$ cat config.mk
export PLATFORM = sky130hd
export DESIGN_NAME = spi_slave_top_flat
export DESIGN_NICKNAME = d
export VERILOG_FILES = /design/src/rtl/spi_slave_top_if.sv /design/src/rtl/spi_slave_top.sv /design/src/flat_wrapper.sv
export SDC_FILE = /design/constraint.sdc
export NUM_CORES = 1
export LEC_CHECK = 0
export ABC_AREA = 1
export CAP_MARGIN = 20
export CORE_UTILIZATION = 40
export DETAILED_ROUTE_END_ITERATION = 7
export GPL_TIMING_DRIVEN = 0
export PLACE_DENSITY = 0.66
export SLEW_MARGIN = 20
export SYNTH_ARGS = -nofsm -noshare
export SYNTH_HDL_FRONTEND = slang
export SYNTH_SLANG_ARGS = --single-unit
$ cat constraint.sdc
create_clock -name clk -period 3.45 [get_ports clk]
set_clock_uncertainty 0.1 [all_clocks]
set_input_delay 0.5175 -clock clk [delete_from_list [all_inputs] [get_ports clk]]
set_output_delay 0.5175 -clock clk [all_outputs]
set_load 0.01 [all_outputs]
$ cat src/rtl/spi_slave_top_if.sv
// Host-side bus of the SPI slave: FIFO access, mode control and status.
interface spi_slave_top_if;
    logic       irq_en;
    logic       spi_en;
    logic       wr_txfifo;
    logic       rd_rxfifo;
    logic [7:0] wrdata;
    logic       cpol;
    logic       cpha;
    logic       firstbit;
    logic [7:0] rddata;
    logic       tr_flag;
    logic       txfifo_full;
    logic       rxfifo_empty;
    logic       busy;
    logic       ovr_err;
    logic       udr_err;
    logic       irq;

    modport master (
        output irq_en, spi_en, wr_txfifo, rd_rxfifo, wrdata,
        output cpol, cpha, firstbit,
        input  rddata, tr_flag, txfifo_full, rxfifo_empty,
        input  busy, ovr_err, udr_err, irq
    );

    modport slave (
        input  irq_en, spi_en, wr_txfifo, rd_rxfifo, wrdata,
        input  cpol, cpha, firstbit,
        output rddata, tr_flag, txfifo_full, rxfifo_empty,
        output busy, ovr_err, udr_err, irq
    );
endinterface

$ cat src/rtl/spi_slave_top.sv
// Oversampled SPI slave with TX/RX byte FIFOs.
// Define SPI_SLAVE_ERR_EN to enable sticky overrun/underrun flags.
module spi_slave_top #(
    parameter int         FIFO_DEPTH = 8,
    parameter logic [7:0] FILL_BYTE  = 8'hFF
) (
    input  logic            clk,
    input  logic            rst_n,
    spi_slave_top_if.slave  bus,
    input  logic            SCK,
    input  logic            MOSI,
    input  logic            CS_N,
    output logic            MISO,
    output logic            MISO_OE
);
    localparam int AW = $clog2(FIFO_DEPTH);
    typedef logic [AW-1:0] ptr_t;
    typedef logic [AW:0]   cnt_t;
    typedef enum logic [1:0] {IDLE, LOAD, SHIFT} state_t;

    // [0],[1] synchroniser, [2] history
    logic [2:0] sck_q, mosi_q, csn_q;

    always_ff @(posedge clk or negedge rst_n) begin
        if (!rst_n) begin
            sck_q  <= 3'b000;
            mosi_q <= 3'b000;
            csn_q  <= 3'b111;
        end else begin
            sck_q  <= {sck_q[1:0], SCK};
            mosi_q <= {mosi_q[1:0], MOSI};
            csn_q  <= {csn_q[1:0], CS_N};
        end
    end

    logic sck_rise, sck_fall, cs_fall, cs_rise;
    assign sck_rise = sck_q[1] & ~sck_q[2];
    assign sck_fall = ~sck_q[1] & sck_q[2];
    assign cs_fall  = ~csn_q[1] & csn_q[2];
    assign cs_rise  = csn_q[1] & ~csn_q[2];

    state_t     state_q;
    logic       cpol_q, cpha_q, lsb_q;
    logic [7:0] tx_sh_q, rx_sh_q, rx_byte_q;
    logic [2:0] bit_cnt_q;
    logic       first_q, reload_q;
    logic       miso_q, oe_q, rx_wr_q, tr_q;

    logic       lead, trail, abort, shifting, sample, present, tx_pop;
    logic       tx_empty, tx_full, rx_empty, rx_full;
    logic [7:0] tx_byte, tx_shift, rx_next;

    ptr_t tx_wr_q, tx_rd_q, rx_wr_q_ptr, rx_rd_q;
    cnt_t tx_cnt_q, rx_cnt_q;
    logic [7:0] tx_mem [FIFO_DEPTH];
    logic [7:0] rx_mem [FIFO_DEPTH];
    logic [7:0] rddata_q;

    assign lead     = cpol_q ? sck_fall : sck_rise;
    assign trail    = cpol_q ? sck_rise : sck_fall;
    assign abort    = ~bus.spi_en | cs_rise;
    assign shifting = (state_q == SHIFT) & ~abort;
    assign sample   = shifting & (cpha_q ? trail : lead);
    assign present  = shifting & (cpha_q ? lead : trail);
    assign tx_pop   = (state_q == LOAD) | (present & reload_q);

    assign tx_byte  = tx_empty ? FILL_BYTE : tx_mem[tx_rd_q];
    assign tx_shift = lsb_q ? (tx_sh_q >> 1) : (tx_sh_q << 1);
    assign rx_next  = lsb_q ? {mosi_q[2], rx_sh_q[7:1]}
                            : {rx_sh_q[6:0], mosi_q[2]};

    always_ff @(posedge clk or negedge rst_n) begin
        if (!rst_n) begin
            state_q   <= IDLE;
            cpol_q    <= 1'b0;
            cpha_q    <= 1'b0;
            lsb_q     <= 1'b0;
            tx_sh_q   <= 8'h00;
            rx_sh_q   <= 8'h00;
            rx_byte_q <= 8'h00;
            bit_cnt_q <= 3'd0;
            first_q   <= 1'b0;
            reload_q  <= 1'b0;
            miso_q    <= 1'b0;
            oe_q      <= 1'b0;
            rx_wr_q   <= 1'b0;
            tr_q      <= 1'b0;
        end else begin
            rx_wr_q <= 1'b0;
            tr_q    <= 1'b0;
            unique case (state_q)
                IDLE: begin
                    oe_q   <= 1'b0;
                    miso_q <= 1'b0;
                    if (bus.spi_en && cs_fall) begin
                        cpol_q  <= bus.cpol;
                        cpha_q  <= bus.cpha;
                        lsb_q   <= bus.firstbit;
                        state_q <= LOAD;
                    end
                end
                LOAD: begin
                    tx_sh_q   <= tx_byte;
                    miso_q    <= lsb_q ? tx_byte[0] : tx_byte[7];
                    oe_q      <= 1'b1;
                    bit_cnt_q <= 3'd0;
                    first_q   <= 1'b1;
                    reload_q  <= 1'b0;
                    state_q   <= SHIFT;
                end
                SHIFT: begin
                    if (abort) begin
                        oe_q      <= 1'b0;
                        bit_cnt_q <= 3'd0;
                        reload_q  <= 1'b0;
                        first_q   <= 1'b0;
                        state_q   <= IDLE;
                    end else begin
                        if (sample) begin
                            rx_sh_q   <= rx_next;
                            bit_cnt_q <= bit_cnt_q + 3'd1;
                            if (bit_cnt_q == 3'd7) begin
                                rx_wr_q   <= 1'b1;
                                rx_byte_q <= rx_next;
                                tr_q      <= 1'b1;
                                reload_q  <= 1'b1;
                                bit_cnt_q <= 3'd0;
                            end
                        end
                        if (present) begin
                            first_q <= 1'b0;
                        end
                        // cpha=1: first leading edge only confirms bit already on MISO
                        if (present && !(cpha_q && first_q)) begin
                            if (reload_q) begin
                                tx_sh_q  <= tx_byte;
                                miso_q   <= lsb_q ? tx_byte[0] : tx_byte[7];
                                reload_q <= 1'b0;
                            end else begin
                                tx_sh_q <= tx_shift;
                                miso_q  <= lsb_q ? tx_sh_q[1] : tx_sh_q[6];
                            end
                        end
                    end
                end
                default: state_q <= IDLE;
            endcase
        end
    end

    logic tx_push, tx_do_pop, rx_push, rx_pop;
    assign tx_empty  = (tx_cnt_q == '0);
    assign tx_full   = (tx_cnt_q == cnt_t'(FIFO_DEPTH));
    assign rx_empty  = (rx_cnt_q == '0);
    assign rx_full   = (rx_cnt_q == cnt_t'(FIFO_DEPTH));
    assign tx_push   = bus.wr_txfifo & ~tx_full;
    assign tx_do_pop = tx_pop & ~tx_empty;
    assign rx_push   = rx_wr_q & ~rx_full;
    assign rx_pop    = bus.rd_rxfifo & ~rx_empty;

    always_ff @(posedge clk or negedge rst_n) begin
        if (!rst_n) begin
            tx_wr_q     <= '0;
            tx_rd_q     <= '0;
            tx_cnt_q    <= '0;
            rx_wr_q_ptr <= '0;
            rx_rd_q     <= '0;
            rx_cnt_q    <= '0;
            rddata_q    <= 8'h00;
        end else begin
            if (tx_push)   tx_wr_q <= tx_wr_q + 1'b1;
            if (tx_do_pop) tx_rd_q <= tx_rd_q + 1'b1;
            tx_cnt_q <= tx_cnt_q + cnt_t'(tx_push) - cnt_t'(tx_do_pop);
            if (rx_push) rx_wr_q_ptr <= rx_wr_q_ptr + 1'b1;
            if (rx_pop) begin
                rx_rd_q  <= rx_rd_q + 1'b1;
                rddata_q <= rx_mem[rx_rd_q];
            end
            rx_cnt_q <= rx_cnt_q + cnt_t'(rx_push) - cnt_t'(rx_pop);
        end
    end

    always_ff @(posedge clk) begin
        if (tx_push) tx_mem[tx_wr_q] <= bus.wrdata;
        if (rx_push) rx_mem[rx_wr_q_ptr] <= rx_byte_q;
    end

`ifdef SPI_SLAVE_ERR_EN
    logic ovr_q, udr_q;

    always_ff @(posedge clk or negedge rst_n) begin
        if (!rst_n) begin
            ovr_q <= 1'b0;
            udr_q <= 1'b0;
        end else if (!bus.spi_en) begin
            ovr_q <= 1'b0;
            udr_q <= 1'b0;
        end else begin
            if (rx_wr_q && rx_full) ovr_q <= 1'b1;
            if (tx_pop && tx_empty) udr_q <= 1'b1;
        end
    end

    assign bus.ovr_err = ovr_q;
    assign bus.udr_err = udr_q;
`else
    assign bus.ovr_err = 1'b0;
    assign bus.udr_err = 1'b0;
`endif

    assign MISO             = miso_q;
    assign MISO_OE          = oe_q;
    assign bus.rddata       = rddata_q;
    assign bus.tr_flag      = tr_q;
    assign bus.irq          = bus.irq_en & tr_q;
    assign bus.txfifo_full  = tx_full;
    assign bus.rxfifo_empty = rx_empty;
    assign bus.busy         = ~csn_q[1] & bus.spi_en;
endmodule

$ cat src/flat_wrapper.sv
// flat-port wrapper written by rule: the top's interface ports become plain ports
module spi_slave_top_flat 
#(
    parameter int         FIFO_DEPTH = 8,
    parameter logic [7:0] FILL_BYTE  = 8'hFF
)
  (clk, rst_n, SCK, MOSI, CS_N, MISO, MISO_OE, bus_irq_en, bus_spi_en, bus_wr_txfifo, bus_rd_rxfifo, bus_wrdata, bus_cpol, bus_cpha, bus_firstbit, bus_rddata, bus_tr_flag, bus_txfifo_full, bus_rxfifo_empty, bus_busy, bus_ovr_err, bus_udr_err, bus_irq);
  spi_slave_top_if bus_i ();
  input  logic clk;
  input  logic rst_n;
  input  logic SCK;
  input  logic MOSI;
  input  logic CS_N;
  output logic MISO;
  output logic MISO_OE;
  input wire logic [$bits(bus_i.irq_en)-1:0] bus_irq_en;
  input wire logic [$bits(bus_i.spi_en)-1:0] bus_spi_en;
  input wire logic [$bits(bus_i.wr_txfifo)-1:0] bus_wr_txfifo;
  input wire logic [$bits(bus_i.rd_rxfifo)-1:0] bus_rd_rxfifo;
  input wire logic [$bits(bus_i.wrdata)-1:0] bus_wrdata;
  input wire logic [$bits(bus_i.cpol)-1:0] bus_cpol;
  input wire logic [$bits(bus_i.cpha)-1:0] bus_cpha;
  input wire logic [$bits(bus_i.firstbit)-1:0] bus_firstbit;
  output wire logic [$bits(bus_i.rddata)-1:0] bus_rddata;
  output wire logic [$bits(bus_i.tr_flag)-1:0] bus_tr_flag;
  output wire logic [$bits(bus_i.txfifo_full)-1:0] bus_txfifo_full;
  output wire logic [$bits(bus_i.rxfifo_empty)-1:0] bus_rxfifo_empty;
  output wire logic [$bits(bus_i.busy)-1:0] bus_busy;
  output wire logic [$bits(bus_i.ovr_err)-1:0] bus_ovr_err;
  output wire logic [$bits(bus_i.udr_err)-1:0] bus_udr_err;
  output wire logic [$bits(bus_i.irq)-1:0] bus_irq;
  assign bus_i.irq_en = bus_irq_en;
  assign bus_i.spi_en = bus_spi_en;
  assign bus_i.wr_txfifo = bus_wr_txfifo;
  assign bus_i.rd_rxfifo = bus_rd_rxfifo;
  assign bus_i.wrdata = bus_wrdata;
  assign bus_i.cpol = bus_cpol;
  assign bus_i.cpha = bus_cpha;
  assign bus_i.firstbit = bus_firstbit;
  assign bus_rddata = bus_i.rddata;
  assign bus_tr_flag = bus_i.tr_flag;
  assign bus_txfifo_full = bus_i.txfifo_full;
  assign bus_rxfifo_empty = bus_i.rxfifo_empty;
  assign bus_busy = bus_i.busy;
  assign bus_ovr_err = bus_i.ovr_err;
  assign bus_udr_err = bus_i.udr_err;
  assign bus_irq = bus_i.irq;
  spi_slave_top #(.FIFO_DEPTH(FIFO_DEPTH), .FILL_BYTE(FILL_BYTE)) u_core (.clk(clk), .rst_n(rst_n), .bus(bus_i), .SCK(SCK), .MOSI(MOSI), .CS_N(CS_N), .MISO(MISO), .MISO_OE(MISO_OE));
endmodule
==> flow_summary.ini, run 1 <==
[sta]
rsz0062_at_grt = false
setup_slack_ns = 0.664
fin_tns_setup_ns = 0
final-max-slew-violation-count = 0
maximum_clock_frequency_mhz = 359
worst_hold_slack_ns = 0.246
max_slew_margin_pct = 41.0
setup_viol = 0
min_period_ns = 2.79
worst_slew_pin_slew_ns = 0.881
final_clock_period_utilization_by_the_worst_path_pct = 80.7
fin_hold_viols = 0

[layout]
finish.instance_area_um2 = 10000
seq_area_um2 = 5700
syn_to_final_growth_pct = 17.7
diodes = 0
share_of_layout_cells_above_drive_strength_1_pct = 8.52
final_util_pct = 47.8
layout.filler_cells = 1910
area_occupied_by_multi_input_gates_um2 = 2480
final_nets = 861
layout.cells.non_filler = 1108

[synthesis]
gate_count_post_synth = 756
synth_compound_area_share_pct = 8.28
syn-cell-area_um2 = 8520
synth.area.top_cells = edfxtp_1 (45%), dfrtp_1 (21%), nand2_1 (7.6%)
post_synth_edffs = 128
synth-simple-area-share_pct = 15.8
postSynthAreaPerCell_um2 = 11.3
ys_types = 41
synth_largest_area_cell = edfxtp_1
ys_seq_elements = 202
synth_top_family_by_area = simple AND/OR/NAND/NOR gates
ys.warnings.count = 0
synth_async_sr_flop_share_pct = 36.6
synth-adder-area-share_pct = 3.70
ys_dominant_reg_cell = edfxtp_1
yosys.area.top_type_share_pct = 45.1
yosys-mux-area-fraction_pct = 0.132
seq_area_frac_synth_pct = 66.9
synth_xor_xnor_area_share_pct = 1.03

[clock_network]
cts_repair_resize_count = 0
total_clock_buffers_created_by_cts = 22
cts_tree = built
clk_latency_ns = 0.49
cts-htree-levels = 1
hold_buffer_count_at_cts = 1
clock_tree.buffer_depth = 3
cts_post_setup_buffers_inserted = 0
cts.root.buffer_cell = clkbuf_16
clock-sinks = 202
clk_transition_reported_paths_ns = 0.06

[placement]
gp_congestion = 0.846
preCtsSetupSlack_ns = 0.379
io_buffers = 34
detailed_place_hpwl_um = 11500
numPlacedInstances = 1067
placed_cell_area_um2 = 9230

[grt]
grt.total_usage_pct = 16.3
grt-ovfl-total = 0
grt_antenna_before_repair = 0
grt_pass1_wl_um = 27800
maximum_number_of_pins_on_one_net_before_global_route_repair = 40
via_count_of_the_first_global_routing_pass = 5431

[hold_path]
hold_path.class = register to register
timing.hold.worst_path_depth = 0

[setup_path]
critPathCapture = u_core.tx_cnt_q[2]
timing.critical_path.mode_cell = inv_1
crit_fanout = 6
critPathCaptureType = register
crit_path_start = u_core.state_q[0]
worstPathRequired_ns = 3.72
ordered_cell_list_for_the_critical_path = inv_1 -> ha_1 -> inv_2 -> nor2_8 -> inv_4 -> nor2_4 -> nand2_1 -> nand2_1 -> nand2_1 -> inv_1 -> ha_1 -> inv_1 -> ha_1 -> inv_1 -> fa_1 -> xnor2_1
critical_path.slowest_cell = dfrtp_1
r2r.worst_path.cells = 16
critPathArrivalTime_ns = 3.06
timing.critical_path.slowest_cell_delay_ns = 0.41
kind_of_critical_path = register to register
worstReg2RegEnd = u_core.tx_cnt_q[2]
setup.reg_to_reg.worst_slack_ns = 0.66
r2r-start = u_core.state_q[0]
worstSetupStartpointType = register

[routing]
wl_per_cell_um = 15.5
router_iterations_before_antenna_repair = 5
vias_per_cell = 5.08
detail_route.wirelength_um = 17100
route.detailed.drc = 0
dr.first_iter.drc_count = 412
final_antenna_net_count = 0
vias = 5626

[floorplanning]
placement_rows = 53
initial_core_util_pct = 40.7
floorplan.die_area_um2 = 21900
design.core.area_um2 = 21000
chipWidth_um = 148
io-pin-count = 37
die_height_um = 148

[outcome]
status = finished, final reports clean

[pwr]
power_mw = 8.44
total_leakage_power_nw = 3.91
vdd.ir_drop.worst_v = 0.000653
pwr_density_cell_nw_per_um2 = 842

[run]
max_capacitance_violation_total = 0
power by group:
part           internal (mW)  switching, mW  leakage, nW
combinational          0.961           1.73         1.59
sequential              3.00          0.221         1.93
clock                   1.62          0.913        0.387
cells in the final DEF, fill, tap and decap left out, types with 2 or more instances in the layout:
cell type          n
edfxtp_1         128
o211ai_1           8
o21ai_1            6
clkbuf_16         23
o21ai_2            2
nor2_1            57
nand4_1            2
clkbuf_1          17
clkinv_1           3
nand3_1           71
clkdlybuf4s50_1   33
fa_1               2
o22ai_1            8
dfstp_2            3
a31oi_1            2
buf_4              3
buf_2             12
inv_1             49
nand2_1          173
o21ai_0           66
xor2_1             5
o221ai_1          14
clkinv_2           3
nor2_8             2
nand2_2            3
ha_1              22
a21oi_1            9
conb_1             2
bufinv_16          5
dfrtp_1           71
a32o_1             3
inv_2              5
xnor2_1            5
kinds of logic (layout without fill, tap and decap cells):
family | Yosys count | count (layout)
DFF | 202 | 202
xor gates and xnor gates | 10 | 10
other | 1 | 2
buffers and inverters | 84 | 160
muxes | 1 | 1
AOI/OAI and AO/OA | 119 | 119
and+or+nand+nor | 315 | 315
adders and majority gates | 24 | 24
state kept, by name, indices dropped and copies added, names as in the netlist, 4 cells and up:
name,flops
u_core.tx_sh_q,8
u_core.tx_mem,64
u_core.rx_byte_q,8
u_core.rx_sh_q,8
u_core.tx_cnt_q,4
u_core.rx_cnt_q,4
u_core.bus.rddata,8
u_core.rx_mem,64
cells in the mapped netlist, types with 2 or more instances:
cell        n
o211ai_1    8
nand2_2     3
nand2_1   173
edfxtp_1  128
buf_2      12
o22ai_1     8
nand3_1    71
fa_1        2
ha_1       22
a31oi_1     2
a21oi_1     9
o21ai_2     2
inv_1      49
dfrtp_1    71
xnor2_1     5
nor2_8      2
dfstp_2     3
inv_2       5
o21ai_1     6
xor2_1      5
nor2_1     57
a32o_1      3
clkbuf_1   12
nand4_1     2
o221ai_1   14
buf_4       2
o21ai_0    66
final cells by class:
class,count,share of cell area [%]
plain buffers,28,1.35
clock buffers,29,6.07
clock inverters,11,1.81
inverters,56,2.12
multi-input cells,471,24.7
flip-flops and latches,202,56.9
well taps,275,3.43
repair buffers,36,3.67
critical path: cells and delay by family (launching register included):
| family | cells | cell delay (ns) |
|---|---|---|
| xor gates and xnor gates | 1 | 0.13 |
| adders and majority gates | 4 | 1.03 |
| buffers and inverters | 6 | 0.52 |
| DFF | 1 | 0.41 |
| and+or+nand+nor | 5 | 0.47 |
per-layer routing:
| layer | vias up | GRT usage, % | part of all wire (%) |
|---|---|---|---|
| met4 | 0 | 5.62 | 2.6 |
| met3 | 32 | 2.87 | 5.5 |
| li1 | 2741 | - | - |
| met5 | - | 0 | 0 |
| met2 | 173 | 26.2 | 47 |
| met1 | 2680 | 22.2 | 45 |
worst min-delay path by stage:
stage                    startpoint               to  slack [ns]
CTS                 u_core.sck_q[0]  u_core.sck_q[1]        0.25
detailed placement  u_core.sck_q[0]  u_core.sck_q[1]        0.24
global route        u_core.csn_q[0]  u_core.csn_q[1]        0.26
global placement    u_core.sck_q[0]  u_core.sck_q[1]        0.23
floorplan                     rst_n      u_core.MISO        0.12
finish              u_core.sck_q[0]  u_core.sck_q[1]        0.25
No activity file was read; power rests on OpenSTA's default activity.
==> run 2, diff against run 1 <==
clock period = 2.91 ns   (was 3.45 ns; I/O delays follow)
==> run 2 against run 1 <==
Final cell count stayed put; critical path type unchanged; die area unchanged; critical path depth shrank 5; total power rose by 19%; cell area barely moved; sequential cell count is the same; via count decreased by 0.16%; sequential power rose by 19%; wire length hardly changed.
==> flow_summary.ini, run 2 (synthesis results as in run 1) <==
[setup_path]
worstReg2RegEnd = u_core.rx_cnt_q[2]
kind_of_critical_path = register to register
setup.reg_to_reg.worst_slack_ns = 0.20
crit_fanout = 10
r2r-start = u_core.rx_cnt_q[2]
worstPathRequired_ns = 3.18
critPathCaptureType = register
critPathArrivalTime_ns = 2.98
worstSetupStartpointType = register
r2r.worst_path.cells = 11

[hold_path]
min_to = u_core.sck_q[1]
timing.hold.worst_path_depth = 0
hold_path.class = register to register
min-delay-start = u_core.sck_q[0]

[sta]
final_clock_period_utilization_by_the_worst_path_pct = 93.0
rsz0062_at_grt = false
worst_slew_pin_slew_ns = 0.897
maximum_clock_frequency_mhz = 369
min_period_ns = 2.71
fin_tns_setup_ns = 0
setup_slack_ns = 0.202
final-max-slew-violation-count = 0
setup_viol = 0
max_slew_margin_pct = 39.9
fin_hold_viols = 0

[placement]
detailed_place_hpwl_um = 11500
gp_congestion = 0.846
io_buffers = 34
preCtsSetupSlack_ns = -0.0796

[outcome]
status = finished, final reports clean

[clock_network]
total_clock_buffers_created_by_cts = 22
cts-htree-levels = 1
clock_tree.buffer_depth = 3
cts_post_setup_buffers_inserted = 0
clk_latency_ns = 0.49
cts.root.buffer_cell = clkbuf_16
clock-sinks = 202
cts_tree = built
clk_transition_reported_paths_ns = 0.06

[layout]
share_of_layout_cells_above_drive_strength_1_pct = 8.88
seq_area_um2 = 5700
layout.filler_cells = 1910
reg.largest.list = u_core.rx_mem x64, u_core.tx_mem x64
most_used_cells_in_the_layout_excluding_fill_and_tap_cells = nand2_1 (172), edfxtp_1 (128), nand3_1 (71), dfrtp_1 (71), o21ai_0 (66)
area_occupied_by_multi_input_gates_um2 = 2480
final_nets = 861
layout_commonest_cell = nand2_1
syn_to_final_growth_pct = 17.7
diodes = 0

[routing]
vias_per_cell = 5.07
router_iterations_before_antenna_repair = 5
route.detailed.drc = 0
wl_per_cell_um = 15.5
vias = 5617
dr.first_iter.drc_count = 393
final_antenna_net_count = 0
detail_route.wirelength_um = 17100

[pwr]
power_frac_clock_pct = 29.9
pwr_density_cell_nw_per_um2 = 999
comb_power_share_pct = 32.0
sw_frac_of_total_pct = 34.0
vdd.ir_drop.worst_v = 0.000769
internal_power_mw = 6.61
p_seq_share_pct = 38.1
total_leakage_power_nw = 3.91
switching_power_mw = 3.41

[floorplanning]
initial_core_util_pct = 40.7
floorplan.die_area_um2 = 21900
die_height_um = 148
design.core.area_um2 = 21000
chipWidth_um = 148
placement_rows = 53
io-pin-count = 37

[grt]
grt-ovfl-total = 0
grt.total_usage_pct = 16.3
grt_antenna_before_repair = 0
maximum_number_of_pins_on_one_net_before_global_route_repair = 40
via_count_of_the_first_global_routing_pass = 5431
grt_pass1_wl_um = 27800

[run]
max_capacitance_violation_total = 0
[run 2: cell counts in the layout (fill, tap and decap cells not counted)]
Identical to the previous run, type by type.
[run 2: critical path: stages, from the launching register on]
cell,delay [ns]
dfrtp_1,0.35
inv_1,0.09
ha_1,0.14
nor3b_2,0.42
nor2_1,0.17
buf_2,0.24
ha_1,0.30
inv_1,0.06
ha_1,0.15
inv_1,0.05
fa_1,0.37
xnor2_1,0.13
[run 2: how the worst max path moves through the flow]
stage,slack (ns),from,end
2_1_floorplan,0.36,u_core.rx_cnt_q[2],u_core.rx_cnt_q[2]
3_3_place_gp,-1.44,rst_n,u_core.bus.rddata[6]
3_5_place_dp,-0.08,bus_spi_en,u_core.tx_cnt_q[1]
4_1_cts,0.10,u_core.state_q[0],u_core.tx_cnt_q[2]
5_1_grt,0.009,u_core.rx_cnt_q[2],u_core.rx_cnt_q[2]
6_report,0.20,u_core.rx_cnt_q[2],u_core.rx_cnt_q[2]
[run 2: area by class of cell]
| class | count | area share, % |
|---|---|---|
| Sequential cell | 202 | 56.8 |
| Multi-Input combinational cell | 471 | 24.7 |
| Clock buffer | 29 | 6.06 |
| Timing Repair Buffer | 36 | 3.67 |
| Tap cell | 275 | 3.43 |
| Inverter | 56 | 2.12 |
| Clock inverter | 11 | 1.81 |
| Buffer | 28 | 1.35 |
[run 2: per-stage QoR]
step	area [um^2]	utilization [%]	hold WS (ns)	total power, mW	std cells
2_1_floorplan	8520	-	0.0409	6.07	757
3_3_place_gp	9210	43.9	0.233	7.00	1066
3_5_place_dp	9230	44.0	0.236	7.07	1067
4_1_cts	10000	47.8	0.240	10.1	1108
5_1_grt	10000	47.9	0.237	10.7	1108
6_report	10000	47.9	0.246	10.0	1108
[run 2: repair_timing]
| action | 4_1_cts | 5_1_grt |
|---|---|---|
| hold buffers | 1 | 0 |
| endpoints found under the setup margin | 0 | 2 |
| endpoints found under the hold margin | 32 | 0 |
| resized for setup | 0 | 3 |
[run 2: routing by layer]
layer  part of all wire [%]  wire (um)  track usage [%]  vias to the layer above
met1                     45       7630             22.2                     2673
met3                    5.9       1000             2.87                       32
met5                      0          0                0                        -
met2                     47       8060             26.2                      175
met4                    2.5        435             5.62                        0
li1                       -          -                -                     2737
[run 2: power groups by stage]
stage / logic [mW] / registers (mW) / clock network, mW
6_report: 3.21 / 3.82 / 3.00
5_1_grt: 3.64 / 3.88 / 3.17
4_1_cts: 3.22 / 3.82 / 3.05
3_5_place_dp: 3.20 / 3.87 / 0
3_3_place_gp: 3.14 / 3.86 / 0
2_1_floorplan: 2.23 / 3.83 / 0
